[src/rtl/divider_scheduler.sv]
// divider_scheduler
//   Round-robin front end that shares one external divider among NUM_REQ
//   requesters. A job (dividend, divisor) is accepted over valid/ready, the
//   divider is driven through clear -> load entry_1 -> load entry_2 -> run,
//   and the quotient comes back tagged with the requester ID.
//   Divide-by-zero is answered locally (16'hFFFF, div0 flag) and a divider
//   that never raises show_result is aborted after TIMEOUT run cycles
//   (16'h0000, timeout flag).
// Ports
//   clk, reset                         clock, async active-high reset
//   req_valid/req_ready                per-requester job handshake
//   req_dividend/req_divisor           packed operands, 16 bits per requester
//   resp_valid/resp_ready              response handshake
//   resp_id/resp_quotient              served requester and its quotient
//   resp_div0/resp_timeout             local error flags
//   busy                               high whenever not IDLE
//   div_reset/div_divide/div_show      divider control
//   div_entry_1/div_entry_2            divider operands
//   div_result/div_show_result         divider quotient and done flag
module divider_scheduler #(
  parameter int NUM_REQ = 4,
  parameter int ID_W    = 2,
  parameter int TIMEOUT = 31
) (
  input  logic                    clk,
  input  logic                    reset,
  input  logic [NUM_REQ-1:0]      req_valid,
  output logic [NUM_REQ-1:0]      req_ready,
  input  logic [NUM_REQ*16-1:0]   req_dividend,
  input  logic [NUM_REQ*16-1:0]   req_divisor,
  output logic                    resp_valid,
  input  logic                    resp_ready,
  output logic [ID_W-1:0]         resp_id,
  output logic [15:0]             resp_quotient,
  output logic                    resp_div0,
  output logic                    resp_timeout,
  output logic                    busy,
  output logic                    div_reset,
  output logic                    div_divide,
  output logic                    div_show,
  output logic [15:0]             div_entry_1,
  output logic [15:0]             div_entry_2,
  input  logic [15:0]             div_result,
  input  logic                    div_show_result
);

  typedef enum logic [2:0] {
    S_IDLE, S_GRANT, S_DZ, S_CLR, S_LOAD_A, S_LOAD_B, S_RUN, S_RESP
  } state_t;

  state_t            r_state;
  logic [ID_W-1:0]   r_rr;
  logic [ID_W-1:0]   r_id;
  logic [15:0]       r_dvd;
  logic [15:0]       r_dvs;
  logic [7:0]        r_cnt;

  logic              w_pick_vld;
  logic [ID_W-1:0]   w_pick_id;
  logic [15:0]       w_dvd;
  logic [15:0]       w_dvs;

  // First valid requester after rr, wrapping. Scanning from the farthest
  // offset down lets the nearest one overwrite the result.
  function automatic logic [ID_W:0] f_pick(input logic [NUM_REQ-1:0] v,
                                           input logic [ID_W-1:0]    rr);
    logic [ID_W:0]   r;
    logic [ID_W-1:0] idx;
    r = '0;
    for (int k = NUM_REQ; k >= 1; k--) begin
      idx = ID_W'((int'(rr) + k) % NUM_REQ);
      if (v[idx]) r = {1'b1, idx};
    end
    return r;
  endfunction

  assign {w_pick_vld, w_pick_id} = f_pick(req_valid, r_rr);

  // Operand mux for the granted requester; {id,4'b0} is id*16.
  assign w_dvd = req_dividend[{r_id, 4'b0000} +: 16];
  assign w_dvs = req_divisor[{r_id, 4'b0000} +: 16];

  always_ff @(posedge clk or posedge reset) begin
    if (reset) begin
      r_state       <= S_IDLE;
      r_rr          <= ID_W'(NUM_REQ - 1);
      r_id          <= '0;
      r_dvd         <= '0;
      r_dvs         <= '0;
      r_cnt         <= '0;
      req_ready     <= '0;
      resp_valid    <= 1'b0;
      resp_id       <= '0;
      resp_quotient <= '0;
      resp_div0     <= 1'b0;
      resp_timeout  <= 1'b0;
      busy          <= 1'b0;
      div_reset     <= 1'b1;
      div_divide    <= 1'b0;
      div_show      <= 1'b0;
      div_entry_1   <= '0;
      div_entry_2   <= '0;
    end else begin
      case (r_state)
        S_IDLE: begin
          div_reset <= 1'b0;
          if (w_pick_vld) begin
            req_ready <= NUM_REQ'(1) << w_pick_id;
            r_id      <= w_pick_id;
            busy      <= 1'b1;
            r_state   <= S_GRANT;
          end
        end
        S_GRANT: begin
          req_ready <= '0;
          r_rr      <= r_id;
          r_dvd     <= w_dvd;
          r_dvs     <= w_dvs;
          if (w_dvs == 16'h0000) begin
            r_state <= S_DZ;
          end else begin
            div_reset  <= 1'b1;
            div_divide <= 1'b0;
            div_show   <= 1'b0;
            r_state    <= S_CLR;
          end
        end
        // Divide-by-zero: the divider is never touched; this cycle only
        // builds the response from the captured job.
        S_DZ: begin
          resp_valid    <= 1'b1;
          resp_id       <= r_id;
          resp_quotient <= 16'hFFFF;
          resp_div0     <= 1'b1;
          resp_timeout  <= 1'b0;
          r_state       <= S_RESP;
        end
        S_CLR: begin
          div_reset   <= 1'b0;
          div_divide  <= 1'b1;
          div_entry_1 <= r_dvd;
          r_state     <= S_LOAD_A;
        end
        S_LOAD_A: begin
          div_divide  <= 1'b0;
          div_entry_2 <= r_dvs;
          r_state     <= S_LOAD_B;
        end
        S_LOAD_B: begin
          div_show <= 1'b1;
          r_cnt    <= '0;
          r_state  <= S_RUN;
        end
        // show_result is tested first so it wins over a same-cycle timeout.
        S_RUN: begin
          if (div_show_result) begin
            div_show      <= 1'b0;
            resp_valid    <= 1'b1;
            resp_id       <= r_id;
            resp_quotient <= div_result;
            resp_div0     <= 1'b0;
            resp_timeout  <= 1'b0;
            r_state       <= S_RESP;
          end else if (r_cnt == 8'(TIMEOUT - 1)) begin
            div_show      <= 1'b0;
            resp_valid    <= 1'b1;
            resp_id       <= r_id;
            resp_quotient <= 16'h0000;
            resp_div0     <= 1'b0;
            resp_timeout  <= 1'b1;
            r_state       <= S_RESP;
          end else begin
            r_cnt <= r_cnt + 8'd1;
          end
        end
        S_RESP: begin
          if (resp_ready) begin
            resp_valid <= 1'b0;
            busy       <= 1'b0;
            r_state    <= S_IDLE;
          end
        end
        default: r_state <= S_IDLE;
      endcase
    end
  end

endmodule

[config.mk]
export PLATFORM = sky130hd
export DESIGN_NAME = divider_scheduler
export DESIGN_NICKNAME = d
export VERILOG_FILES = /design/src/rtl/divider_scheduler.sv
export SDC_FILE = /design/constraint.sdc
export NUM_CORES = 1
export LEC_CHECK = 0
export ABC_AREA = 0
export BUFFER_PORTS_ARGS = -buffer_cell sky130_fd_sc_hd__buf_4
export CORE_ASPECT_RATIO = 0.7
export CORE_MARGIN = 3
export CORE_UTILIZATION = 31
export DETAILED_ROUTE_END_ITERATION = 8
export SYNTH_ARGS = -nofsm -noshare
export SYNTH_HDL_FRONTEND = slang
export SYNTH_SLANG_ARGS = --single-unit
export TNS_END_PERCENT = 50
[constraint.sdc]
create_clock -name clk -period 3.85 [get_ports clk]
set_clock_uncertainty 0.1 [all_clocks]
set_input_delay 0 -clock clk [delete_from_list [all_inputs] [get_ports clk]]
set_output_delay 0 -clock clk [all_outputs]
set_load 0.005 [all_outputs]
==> impl_metrics.env <==
export IMPL_critPathKind="reg -> reg"
export IMPL_mostFrequentLayoutCell="buf_4"
export IMPL_cts_tree="yes"
export IMPL_synth_cell_area_um2=5230
export IMPL_die_area_um2=18500
export IMPL_overflow=0
export IMPL_post_cts_buffers=0
export IMPL_final_cell_mix="218 x buf_4, 134 x nand2_1, 104 x dfrtp_1"
export IMPL_synth_mux_area_fraction=0.215
export IMPL_powerDensity_nw_per_um2=668
export IMPL_synth_enable_flop_cells=0
export IMPL_grt_pass1_vias=4926
export IMPL_ctsRootBufferMaster="clkbuf_16"
export IMPL_finalHoldViolCount=0
export IMPL_grt_usage=0.172
export IMPL_final_nets=894
export IMPL_crit_path_end_kind="register"
export IMPL_holdPathStages=4
export IMPL_rrSetupSlack_ps=1170
export IMPL_hp_start="req_divisor[49]"
export IMPL_slew_violations=0
export IMPL_core_area_um2=16400
export IMPL_grt_first_pass_wirelength_um=25200
export IMPL_ys_ff_latch=108
export IMPL_drive_gt1_frac=0.364
export IMPL_htree_levels=3
export IMPL_ant_nets=0
export IMPL_crit_fanout=21
export IMPL_clock_fmax_mhz=373
export IMPL_yosysSeqAreaShare=0.518
export IMPL_wl_per_cell_um=16.2
export IMPL_antenna_found_initial=0
export IMPL_hold_path_end="r_dvs[1]"
export IMPL_min_delay_path_class="in -> reg"
export IMPL_synth_adder_area_share=0.00479
export IMPL_timing_rr_start="r_id[0]"
export IMPL_area_growth_synth_to_final_pct=53.9
export IMPL_viasPerCell=4.79
export IMPL_firstDrtPassIters=6
export IMPL_r2r_cells=5
export IMPL_dp_hpwl_um=11300
export IMPL_cts_resized=0
export IMPL_globalplace_congestion=0.797
export IMPL_syn_inst=465
export IMPL_syn_avg_cell_area_um2=11.2
export IMPL_portBuffers=212
export IMPL_synth_compound_area_frac=0.0608
export IMPL_vias=4644
export IMPL_io_pins=213
export IMPL_rows=39
export IMPL_rsz0062_at_grt="no"
export IMPL_clk_pin_slew_ps=70
export IMPL_clock_path_buffers=2
export IMPL_fp_dieH_um=115
export IMPL_drc_errors=0
export IMPL_wl_um=15700
export IMPL_rr_endpoint="r_dvd[7]"
export IMPL_design_power_total_mw=5.37
export IMPL_fin_crit_sh=0.696
export IMPL_clkSinkCount=108
export IMPL_relSlewSlack=0.328
export IMPL_worstSkewPairLatency_ps=350
export IMPL_period_minus_slack_ps=2680
export IMPL_ys_flop_type="dfrtp_1"
export IMPL_yosys_warnings=0
export IMPL_synth_simple_area_share=0.162
export IMPL_cap_violations=0
export IMPL_grt_max_degree=82
export IMPL_drt_initial_drc_count=227
export IMPL_diodes=0
export IMPL_ys_types=43
export IMPL_power_leakage_nw=3.70
export IMPL_die_width_um=161
export IMPL_synth_top_family_by_area="multiplexers"
export IMPL_ys_async_sr_fraction=1.00
export IMPL_synth_nets=619
export IMPL_cp_arrival_ps=2820
export IMPL_setup_violations_final=0
export IMPL_status="complete, no violations"
export IMPL_fin_setup_tns_ps=0
export IMPL_critical_path_required_ps=3990
export IMPL_worst_pin_slew_ps=1010
export IMPL_synthXorXnorAreaFrac=0.00670
export IMPL_peakVddDrop_mv=0.305
export IMPL_cts_made_buffers=9
export IMPL_startpoint_type="register"
export IMPL_initial_core_util=0.319
[Yosys cell counts, drive strengths merged, types with 2 or more instances]
master / instances / share of area
nand2b: 4 / 0.0048
dfrtp: 105 / 0.50
and2: 4 / 0.0053
a211oi: 5 / 0.0072
buf: 16 / 0.019
nor2: 27 / 0.019
mux2: 34 / 0.073
xnor2: 3 / 0.0050
o21ai: 6 / 0.0057
nand4: 3 / 0.0036
nand2: 134 / 0.096
a31oi: 18 / 0.022
dfstp: 3 / 0.015
nand3: 10 / 0.0096
ha: 2 / 0.0048
o22ai: 2 / 0.0024
a21oi: 11 / 0.011
o31ai: 2 / 0.0029
nor3: 3 / 0.0048
inv: 7 / 0.0050
nor2b: 3 / 0.0036
clkbuf: 14 / 0.010
mux4: 32 / 0.14
nor4: 6 / 0.0084
[sequential cells by signal, indices dropped and copies added (netlist names)]
| signal | flops |
|---|---|
| req_ready | 4 |
| div_divide | 1 |
| r_dvs | 16 |
| resp_div0 | 1 |
| div_entry_1 | 16 |
| r_rr | 2 |
| r_cnt | 8 |
| resp_valid | 1 |
| r_state | 3 |
| r_dvd | 16 |
| resp_quotient | 16 |
| resp_timeout | 1 |
| busy | 1 |
| div_entry_2 | 16 |
| div_show | 1 |
| resp_id | 2 |
| r_id | 2 |
| div_reset | 1 |
[timing repair]
item / in CTS / in global routing
hold buffers: 76 / 0
setup endpoints to repair: 0 / 0
endpoints found under the hold margin: 120 / 0
[kinds of logic (layout without fill, tap and decap cells)]
kind of cell    count (synthesis)  in the layout
simple gates                  198            198
flops                         108            108
mux                            66             66
compound gates                 50             50
buf+inv                        37            317
xor+xnor                        4              4
fa+ha+maj                       2              2
[worst max-delay path, cell delays in order, from the launching register on]
cell and delay (ps):
dfrtp_2 760, buf_4 420, mux4_2 550, dlygate4sd3_1 590, nand2_1 70, nand2_1 70
[layer usage]
metal	GRT usage	vias up	share of wire
li1	-	2194	-
met1	0.212	2293	0.43
met2	0.302	142	0.50
met3	0.0466	15	0.063
met4	0.0441	0	0.014
met5	0	-	0
[how the worst max path moves through the flow]
stage	from	end	slack (ps)	depth (start not counted)
floorplan	reset	busy	910	1
global placement	r_id[0]	div_show	1200	5
detailed placement	r_id[0]	div_show	1160	5
CTS	r_id[0]	r_dvd[7]	1120	5
global route	r_id[0]	r_dvd[7]	980	5
finish	r_id[0]	r_dvd[7]	1170	5
[metrics by stage]
stage | utilization | instance area, um^2 | std cells | hold WS [ps] | setup WS, ps
final | 0.491 | 8040 | 970 | 9.46 | 1170
after global routing | 0.491 | 8040 | 970 | 25.7 | 981
after CTS | 0.491 | 8040 | 970 | 0.0525 | 1120
after detailed placement | 0.427 | 7000 | 878 | 134 | 1160
after global placement | 0.427 | 7000 | 878 | 126 | 1200
after floorplan | - | 5230 | 465 | 3.15 | 909
[layout make-up]
cell class / instances / area [um^2]
Tap cell: 225 / 282
Clock inverter: 7 / 57.6
Multi-Input combinational cell: 320 / 2350
Inverter: 7 / 28.8
Clock buffer: 9 / 225
Timing Repair Buffer: 294 / 2400
Fill cell: 1478 / 8350
Sequential cell: 108 / 2710
[power by group]
| part | total, mW | leakage, nW | internal, mW | switching (mW) |
|---|---|---|---|---|
| sequential | 2.16 | 1.28 | 1.68 | 0.476 |
| combinational | 2.32 | 2.28 | 1.36 | 0.964 |
| clock | 0.888 | 0.135 | 0.449 | 0.439 |
| total | 5.37 | 3.70 | 3.49 | 1.88 |
(Power assumes the default switching activity.)
